==> src/rtl/reset_sequencer_if.sv <==
`default_nettype none
// ============================================================================
//  Module      : reset_sequencer_if
//  Description : Request/status bundle between the reset sequencer and the
//                board-side logic (raw requests in, domain resets and the
//                latched reset cause out).
//  Revision    : 1.0 - initial release
// ============================================================================
interface reset_sequencer_if #(
    parameter int NUM_SRC     = 2,
    parameter int NUM_DOMAINS = 3
);
    logic [NUM_SRC-1:0]     req_in;
    logic                   cause_clr;
    logic [NUM_DOMAINS-1:0] rst_out;
    logic                   busy;
    logic [NUM_SRC:0]       cause;

    // Board / SoC side: raises requests, consumes resets and cause flags
    modport master (
        output req_in,
        output cause_clr,
        input  rst_out,
        input  busy,
        input  cause
    );

    // Sequencer side
    modport slave (
        input  req_in,
        input  cause_clr,
        output rst_out,
        output busy,
        output cause
    );
endinterface
`default_nettype wire

==> src/rtl/reset_sequencer.sv <==
`default_nettype none
// ============================================================================
//  Module      : reset_sequencer
//  Description : Synchronises (and optionally debounces) several external
//                reset requests, stretches the resulting reset and releases
//                NUM_DOMAINS domain resets in staggered order. Latches the
//                cause of the last reset.
//                Optional feature macro: RESET_SEQ_DEBOUNCE_EN
//                  defined   -> per-source debounce filter
//                  undefined -> filtered value = synchroniser output
//  Revision    : 1.0 - initial release
// ============================================================================
module reset_sequencer #(
    parameter int                 NUM_SRC         = 2,
    parameter logic [NUM_SRC-1:0] EDGE_MODE       = 2'b10,
    parameter int                 SYNC_STAGES     = 2,
    parameter int                 DEBOUNCE_CYCLES = 16,
    parameter int                 STRETCH_CYCLES  = 255,
    parameter int                 NUM_DOMAINS     = 3,
    parameter int                 STAGGER_CYCLES  = 4
) (
    input  wire                 clk,
    input  wire                 reset,
    reset_sequencer_if.slave    bus
);

    localparam int STRETCH_W = (STRETCH_CYCLES > 1) ? $clog2(STRETCH_CYCLES) : 1;
    localparam int STAGGER_W = (STAGGER_CYCLES > 1) ? $clog2(STAGGER_CYCLES) : 1;
    localparam logic [STRETCH_W-1:0] C_STRETCH_LAST = STRETCH_W'(STRETCH_CYCLES - 1);
    localparam logic [STAGGER_W-1:0] C_STAGGER_LAST = STAGGER_W'(STAGGER_CYCLES - 1);
    localparam logic [NUM_SRC:0]     C_CAUSE_POR    = {1'b1, {NUM_SRC{1'b0}}};

    // Elaboration-time guards on parameter minimums
    if (SYNC_STAGES < 2) begin : g_chk_sync
        $error("reset_sequencer: SYNC_STAGES must be >= 2");
    end
    if (DEBOUNCE_CYCLES < 1) begin : g_chk_debounce
        $error("reset_sequencer: DEBOUNCE_CYCLES must be >= 1");
    end
    if (STRETCH_CYCLES < 1) begin : g_chk_stretch
        $error("reset_sequencer: STRETCH_CYCLES must be >= 1");
    end
    if (STAGGER_CYCLES < 1) begin : g_chk_stagger
        $error("reset_sequencer: STAGGER_CYCLES must be >= 1");
    end

    typedef enum logic [1:0] {
        ST_ASSERT  = 2'd0,
        ST_RELEASE = 2'd1,
        ST_RUN     = 2'd2
    } state_t;

    // ------------------------------------------------------------------
    // Synchroniser
    // ------------------------------------------------------------------
    logic [NUM_SRC-1:0][SYNC_STAGES-1:0] sync_q, sync_d;
    logic [NUM_SRC-1:0]                  sync_out;
    logic [NUM_SRC-1:0]                  filt;

    // Shift each raw request into its synchroniser chain
    always_comb begin
        sync_d = sync_q;
        for (int s = 0; s < NUM_SRC; s++) begin
            sync_d[s]   = {sync_q[s][SYNC_STAGES-2:0], bus.req_in[s]};
            sync_out[s] = sync_q[s][SYNC_STAGES-1];
        end
    end

    // Synchroniser flops
    always_ff @(posedge clk or posedge reset) begin
        if (reset) begin
            sync_q <= '0;
        end else begin
            sync_q <= sync_d;
        end
    end

`ifdef RESET_SEQ_DEBOUNCE_EN
    // ------------------------------------------------------------------
    // Debounce: the filtered value follows the synchronised value only
    // after it has disagreed for DEBOUNCE_CYCLES consecutive cycles.
    // ------------------------------------------------------------------
    localparam int DB_W = (DEBOUNCE_CYCLES > 1) ? $clog2(DEBOUNCE_CYCLES) : 1;
    localparam logic [DB_W-1:0] C_DB_LAST = DB_W'(DEBOUNCE_CYCLES - 1);

    logic [NUM_SRC-1:0][DB_W-1:0] db_cnt_q, db_cnt_d;
    logic [NUM_SRC-1:0]           filt_q, filt_d;

    // Count mismatch cycles; adopt the new value at the terminal count
    always_comb begin
        filt_d   = filt_q;
        db_cnt_d = db_cnt_q;
        for (int s = 0; s < NUM_SRC; s++) begin
            if (sync_out[s] != filt_q[s]) begin
                if (db_cnt_q[s] == C_DB_LAST) begin
                    filt_d[s]   = sync_out[s];
                    db_cnt_d[s] = '0;
                end else begin
                    db_cnt_d[s] = db_cnt_q[s] + DB_W'(1);
                end
            end else begin
                db_cnt_d[s] = '0;
            end
        end
    end

    // Debounce state flops
    always_ff @(posedge clk or posedge reset) begin
        if (reset) begin
            filt_q   <= '0;
            db_cnt_q <= '0;
        end else begin
            filt_q   <= filt_d;
            db_cnt_q <= db_cnt_d;
        end
    end

    assign filt = filt_q;
`else
    assign filt = sync_out;
`endif

    // ------------------------------------------------------------------
    // Trigger generation
    // ------------------------------------------------------------------
    logic [NUM_SRC-1:0] filt_dly_q, filt_dly_d;
    logic [NUM_SRC-1:0] trig;
    logic               any_trig;

    // Level sources trigger on the filtered value, edge sources on its fall
    always_comb begin
        filt_dly_d = filt;
        for (int s = 0; s < NUM_SRC; s++) begin
            trig[s] = EDGE_MODE[s] ? (~filt[s] & filt_dly_q[s]) : filt[s];
        end
        any_trig = |trig;
    end

    // One-cycle delayed copy of the filtered value for fall detection
    always_ff @(posedge clk or posedge reset) begin
        if (reset) begin
            filt_dly_q <= '0;
        end else begin
            filt_dly_q <= filt_dly_d;
        end
    end

    // ------------------------------------------------------------------
    // Sequencer FSM
    // ------------------------------------------------------------------
    state_t                 state_q, state_d;
    logic [STRETCH_W-1:0]   stretch_cnt_q, stretch_cnt_d;
    logic [STAGGER_W-1:0]   stagger_cnt_q, stagger_cnt_d;
    logic [NUM_DOMAINS-1:0] rst_out_q, rst_out_d;
    logic [NUM_DOMAINS-1:0] rst_shift;
    logic                   busy_q, busy_d;
    logic [NUM_SRC:0]       cause_q, cause_d;

    // Next state, counters, staggered release and cause latching
    always_comb begin
        state_d       = state_q;
        stretch_cnt_d = stretch_cnt_q;
        stagger_cnt_d = stagger_cnt_q;
        rst_out_d     = rst_out_q;
        busy_d        = busy_q;
        // Domains release lowest-first, so each step shifts one more zero in
        rst_shift     = rst_out_q << 1;

        case (state_q)
            ST_ASSERT: begin
                rst_out_d     = '1;
                busy_d        = 1'b1;
                stagger_cnt_d = '0;
                if (any_trig) begin
                    stretch_cnt_d = '0;
                end else if (stretch_cnt_q == C_STRETCH_LAST) begin
                    stretch_cnt_d = '0;
                    rst_out_d     = rst_shift;
                    if (rst_shift == '0) begin
                        state_d = ST_RUN;
                        busy_d  = 1'b0;
                    end else begin
                        state_d = ST_RELEASE;
                    end
                end else begin
                    stretch_cnt_d = stretch_cnt_q + STRETCH_W'(1);
                end
            end

            ST_RELEASE: begin
                if (any_trig) begin
                    state_d       = ST_ASSERT;
                    rst_out_d     = '1;
                    busy_d        = 1'b1;
                    stretch_cnt_d = '0;
                    stagger_cnt_d = '0;
                end else if (stagger_cnt_q == C_STAGGER_LAST) begin
                    stagger_cnt_d = '0;
                    rst_out_d     = rst_shift;
                    if (rst_shift == '0) begin
                        state_d = ST_RUN;
                        busy_d  = 1'b0;
                    end
                end else begin
                    stagger_cnt_d = stagger_cnt_q + STAGGER_W'(1);
                end
            end

            ST_RUN: begin
                rst_out_d = '0;
                busy_d    = 1'b0;
                if (any_trig) begin
                    state_d       = ST_ASSERT;
                    rst_out_d     = '1;
                    busy_d        = 1'b1;
                    stretch_cnt_d = '0;
                    stagger_cnt_d = '0;
                end
            end

            default: begin
                state_d       = ST_ASSERT;
                rst_out_d     = '1;
                busy_d        = 1'b1;
                stretch_cnt_d = '0;
                stagger_cnt_d = '0;
            end
        endcase

        // Setting a cause bit wins over a simultaneous clear
        cause_d = {1'b0, trig} | (bus.cause_clr ? '0 : cause_q);
    end

    // FSM and output registers
    always_ff @(posedge clk or posedge reset) begin
        if (reset) begin
            state_q       <= ST_ASSERT;
            stretch_cnt_q <= '0;
            stagger_cnt_q <= '0;
            rst_out_q     <= '1;
            busy_q        <= 1'b1;
            cause_q       <= C_CAUSE_POR;
        end else begin
            state_q       <= state_d;
            stretch_cnt_q <= stretch_cnt_d;
            stagger_cnt_q <= stagger_cnt_d;
            rst_out_q     <= rst_out_d;
            busy_q        <= busy_d;
            cause_q       <= cause_d;
        end
    end

    assign bus.rst_out = rst_out_q;
    assign bus.busy    = busy_q;
    assign bus.cause   = cause_q;

endmodule
`default_nettype wire

==> src/flat_wrapper.sv <==
// flat-port wrapper written by rule: the top's interface ports become plain ports
module reset_sequencer_flat 
#(
    parameter int                 NUM_SRC         = 2,
    parameter logic [NUM_SRC-1:0] EDGE_MODE       = 2'b10,
    parameter int                 SYNC_STAGES     = 2,
    parameter int                 DEBOUNCE_CYCLES = 16,
    parameter int                 STRETCH_CYCLES  = 255,
    parameter int                 NUM_DOMAINS     = 3,
    parameter int                 STAGGER_CYCLES  = 4
)
  (clk, reset, bus_req_in, bus_cause_clr, bus_rst_out, bus_busy, bus_cause);
  reset_sequencer_if #(.NUM_SRC(NUM_SRC), .NUM_DOMAINS(NUM_DOMAINS)) bus_i ();
  input  wire clk;
  input  wire reset;
  input wire logic [$bits(bus_i.req_in)-1:0] bus_req_in;
  input wire logic [$bits(bus_i.cause_clr)-1:0] bus_cause_clr;
  output wire logic [$bits(bus_i.rst_out)-1:0] bus_rst_out;
  output wire logic [$bits(bus_i.busy)-1:0] bus_busy;
  output wire logic [$bits(bus_i.cause)-1:0] bus_cause;
  assign bus_i.req_in = bus_req_in;
  assign bus_i.cause_clr = bus_cause_clr;
  assign bus_rst_out = bus_i.rst_out;
  assign bus_busy = bus_i.busy;
  assign bus_cause = bus_i.cause;
  reset_sequencer #(.NUM_SRC(NUM_SRC), .EDGE_MODE(EDGE_MODE), .SYNC_STAGES(SYNC_STAGES), .DEBOUNCE_CYCLES(DEBOUNCE_CYCLES), .STRETCH_CYCLES(STRETCH_CYCLES), .NUM_DOMAINS(NUM_DOMAINS), .STAGGER_CYCLES(STAGGER_CYCLES)) u_core (.clk(clk), .reset(reset), .bus(bus_i));
endmodule
==> config.mk <==
export PLATFORM = sky130hd
export DESIGN_NAME = reset_sequencer_flat
export DESIGN_NICKNAME = d
export VERILOG_FILES = /design/src/rtl/reset_sequencer_if.sv /design/src/rtl/reset_sequencer.sv /design/src/flat_wrapper.sv
export SDC_FILE = /design/constraint.sdc
export NUM_CORES = 1
export LEC_CHECK = 0
export CORE_MARGIN = 5
export CORE_UTILIZATION = 60
export CTS_BUF_LIST = sky130_fd_sc_hd__clkbuf_4 sky130_fd_sc_hd__clkbuf_8
export DETAILED_ROUTE_END_ITERATION = 16
export PLACE_DENSITY_LB_ADDON = 0.12
export SLEW_MARGIN = 20
export SYNTH_ARGS = -nofsm -noshare
export SYNTH_HDL_FRONTEND = slang
export SYNTH_SLANG_ARGS = --single-unit
==> constraint.sdc <==
create_clock -name clk -period 4.7 [get_ports clk]
set_clock_uncertainty 0.2 [all_clocks]
set_input_delay 1.175 -clock clk [delete_from_list [all_inputs] [get_ports clk]]
set_output_delay 1.175 -clock clk [all_outputs]
set_load 0.01 [all_outputs]
==> impl_metrics.json <==
{
  "status": "complete, no violations",
  "finalNetCount": 151,
  "worst-slew-pin-transition_ps": 876.0,
  "finalSetupViolations": 0,
  "clock_latency_ps": 320,
  "syn-num-nets": 137,
  "grt_pass1_wl_um": 4278,
  "routedWlPerCell_um": 14.10,
  "synth_xor_area_share_pct": 2.854,
  "rsz0062_at_grt": "false",
  "netlist.area_leader.share_pct": 38.74,
  "synth_compound_area_share_pct": 18.04,
  "cpMaxStageDelayCell": "dfstp_2",
  "period_share_pct": 60.07,
  "yosysSeqAreaShare_pct": 49.44,
  "synth_cell_type_count": 32,
  "drtIter0Drc": 26,
  "slew_headroom_pct": 41.54,
  "synthArstFlopShare_pct": 100.0,
  "critPathBufInv": 1,
  "fp.coreArea_um2": 1962,
  "yosysMostFrequentCell": "dfrtp_1",
  "grt_antenna_before_repair": 0,
  "internal_power_uw": 267.9,
  "crit_required_ps": 3320,
  "leakagePower_nw": 0.5989,
  "synth_edf_count": 0,
  "finalSetupTns_ps": 0,
  "io_pins": 12,
  "syn_avg_cell_area_um2": 9.819,
  "power_density_nw_per_um2": 248.5,
  "die_h_um": 55.23,
  "synthMuxAreaShare_pct": 0,
  "diodes": 0,
  "drtPass1Iterations": 5,
  "timing.max_cap.violations": 0,
  "cts.path.max_buffers": 2,
  "synth.area.top_cells": "dfrtp_1 (39%), dfstp_2 (11%), ha_1 (7.1%)",
  "hold_viol": 0,
  "worstPathArrival_ps": 1450,
  "grt_max_degree": 25,
  "slowest_delay_ps": 590,
  "hpwl_um": 1760,
  "ir_drop_mv": 0.2217,
  "synth-adder-area-share_pct": 7.136,
  "worstPathCellList": "clkdlybuf4s50_1",
  "drive_gt1_share_pct": 8.696,
  "grt_util_all_layers_pct": 17.28,
  "grt_pass1_vias": 1016,
  "routed_wl_um": 2326,
  "holdBufCountCts": 0,
  "critical_path_peak_fanout": 6,
  "synth_top_family_by_area": "compound AO/OA/AOI/OAI gates",
  "synthSimpleGateAreaFrac_pct": 17.94,
  "worst_path_dominant_cell_family": "flip-flops",
  "cts.sinks": 24,
  "die-area_um2": 3050,
  "post_cts_resized": 0,
  "htreeDepth": 1,
  "p_clk_share_pct": 30.9,
  "fmax_mhz": 354.2,
  "slew_violations": 0,
  "period_needed_ps": 2823,
  "ys_warn_count": 0,
  "ys_ff_latch": 24,
  "synthTopCellsByCount": "dfrtp_1 (19), inv_1 (11), nand2_1 (11), nor2_1 (11), o21ai_0 (11)",
  "cts_tree": "done",
  "portBuffers": 11,
  "ant_nets": 0,
  "pwr-share-comb_pct": 6.5,
  "crit_path_start_kind": "register",
  "die_x_um": 55.23,
  "synth_top_area_cell": "dfrtp_1",
  "routed_via_density": 5.885,
  "rows": 16,
  "cts-root-buf": "clkbuf_4",
  "synth-main-ff-cell": "dfrtp_1",
  "seq_power_share_pct": 62.6,
  "syn2layout_area_growth_pct": 13.46,
  "netlist_area_um2": 1227,
  "power_switching_uw": 78.17,
  "cts_made_buffers": 3,
  "postSynthCellCount": 125,
  "vias": 971,
  "path_clk_slew_ps": 120,
  "cp-end-kind": "primary output",
  "drc": 0,
  "timing.hold.ws_ps": 163.8,
  "hold_class": "register to register",
  "switching_share_pct": 22.59,
  "gp_congestion": 0.8351,
  "grt_overflow": 0,
  "worstSetupPathType": "register to primary output",
  "post_cts_buffers": 0,
  "start_util_pct": 62.56
}
## state kept, by name (all words and copies together) (netlist names)
name,count
u_core.stretch_cnt_q,8
u_core.stagger_cnt_q,2
u_core.sync_d,2
u_core.bus.cause,3
u_core.bus.busy,1
u_core.filt_dly_q,1
u_core.filt,2
u_core.state_q,2
u_core.bus.rst_out,3
## placed cells by master (no fill, tap or decap), drive strengths merged, types with 3 or more instances in the layout
cell type	Yosys	final
nand2b	3	3
nor2	11	11
dfstp	5	5
a31oi	3	3
inv	11	11
dfrtp	19	19
ha	7	7
nor3	7	7
clkdlybuf4s50	0	11
clkbuf	0	4
xor2	4	4
a21oi	7	7
nand2	11	11
o21ai	12	12
## metrics by stage
stage	cell area (um^2)	setup WS (ps)	total power [mW]	std cells	util, %
after CTS	1393	1861	0.3514	165	70.98
after floorplan	1227	2767	0.2325	125	-
after global routing	1393	1815	0.3651	165	70.98
after detailed placement	1356	2220	0.2431	161	69.13
final	1393	1877	0.3461	165	70.98
after global placement	1356	2249	0.2421	161	69.13
## area by class of cell
type                       count  area [um^2]
inverter                      11        41.29
clock buffer                   4        36.28
fill                         159        569.3
sequential                    24        606.8
timing repair buffer          11        110.1
tap                           27        33.78
multi-input combinational     88        564.3
## per-layer routing
metal / up-vias / GRT usage (%) / share of wire [%] / wire (um)
li1: 476 / - / - / -
met3: 5 / 3.030 / 4.6 / 107
met4: 0 / 11.46 / 2.4 / 55
met1: 458 / 20.98 / 42 / 976
met2: 32 / 27.87 / 51 / 1187
met5: - / 0 / 0 / 0
## cell families (layout without fill, tap and decap cells)
| logic type | Yosys count | after routing |
|---|---|---|
| AOI/OAI and AO/OA | 35 | 35 |
| xor gates and xnor gates | 4 | 4 |
| adders and majority gates | 7 | 7 |
| and+or+nand+nor | 42 | 42 |
| buffers and inverters | 13 | 26 |
| DFF | 24 | 24 |
## path summary, 6_finish.rpt
path                                                    from                             to  slack (ps)  cells after the start
setup / recovery           u_core.bus.rst_out[1]$_DFFE_PP1P_                 bus_rst_out[1]        1880                      1
hold / removal                    u_core.sync_d[1]$_DFF_PP0_       u_core.filt[0]$_DFF_PP0_         160                      0
setup reg to reg               u_core.state_q[0]$_DFFE_PP0P_  u_core.state_q[0]$_DFFE_PP0P_        2820                      6
hold reg to reg                   u_core.sync_d[1]$_DFF_PP0_       u_core.filt[0]$_DFF_PP0_         160                      0
max in group asynchronous                              reset  u_core.state_q[0]$_DFFE_PP0P_        2640                      2
min in group asynchronous                              reset     u_core.sync_d[3]$_DFF_PP0_        1130                      2
## power by group through the flow
| stage | combinational (mW) | clock [mW] | sequential (mW) |
|---|---|---|---|
| 3_5_place_dp | 0.0229 | 0 | 0.220 |
| 2_1_floorplan | 0.0128 | 0 | 0.220 |
| 3_3_place_gp | 0.0222 | 0 | 0.220 |
| 6_report | 0.0226 | 0.107 | 0.217 |
| 5_1_grt | 0.0256 | 0.122 | 0.218 |
| 4_1_cts | 0.0229 | 0.112 | 0.217 |
(Power assumes the default switching activity.)
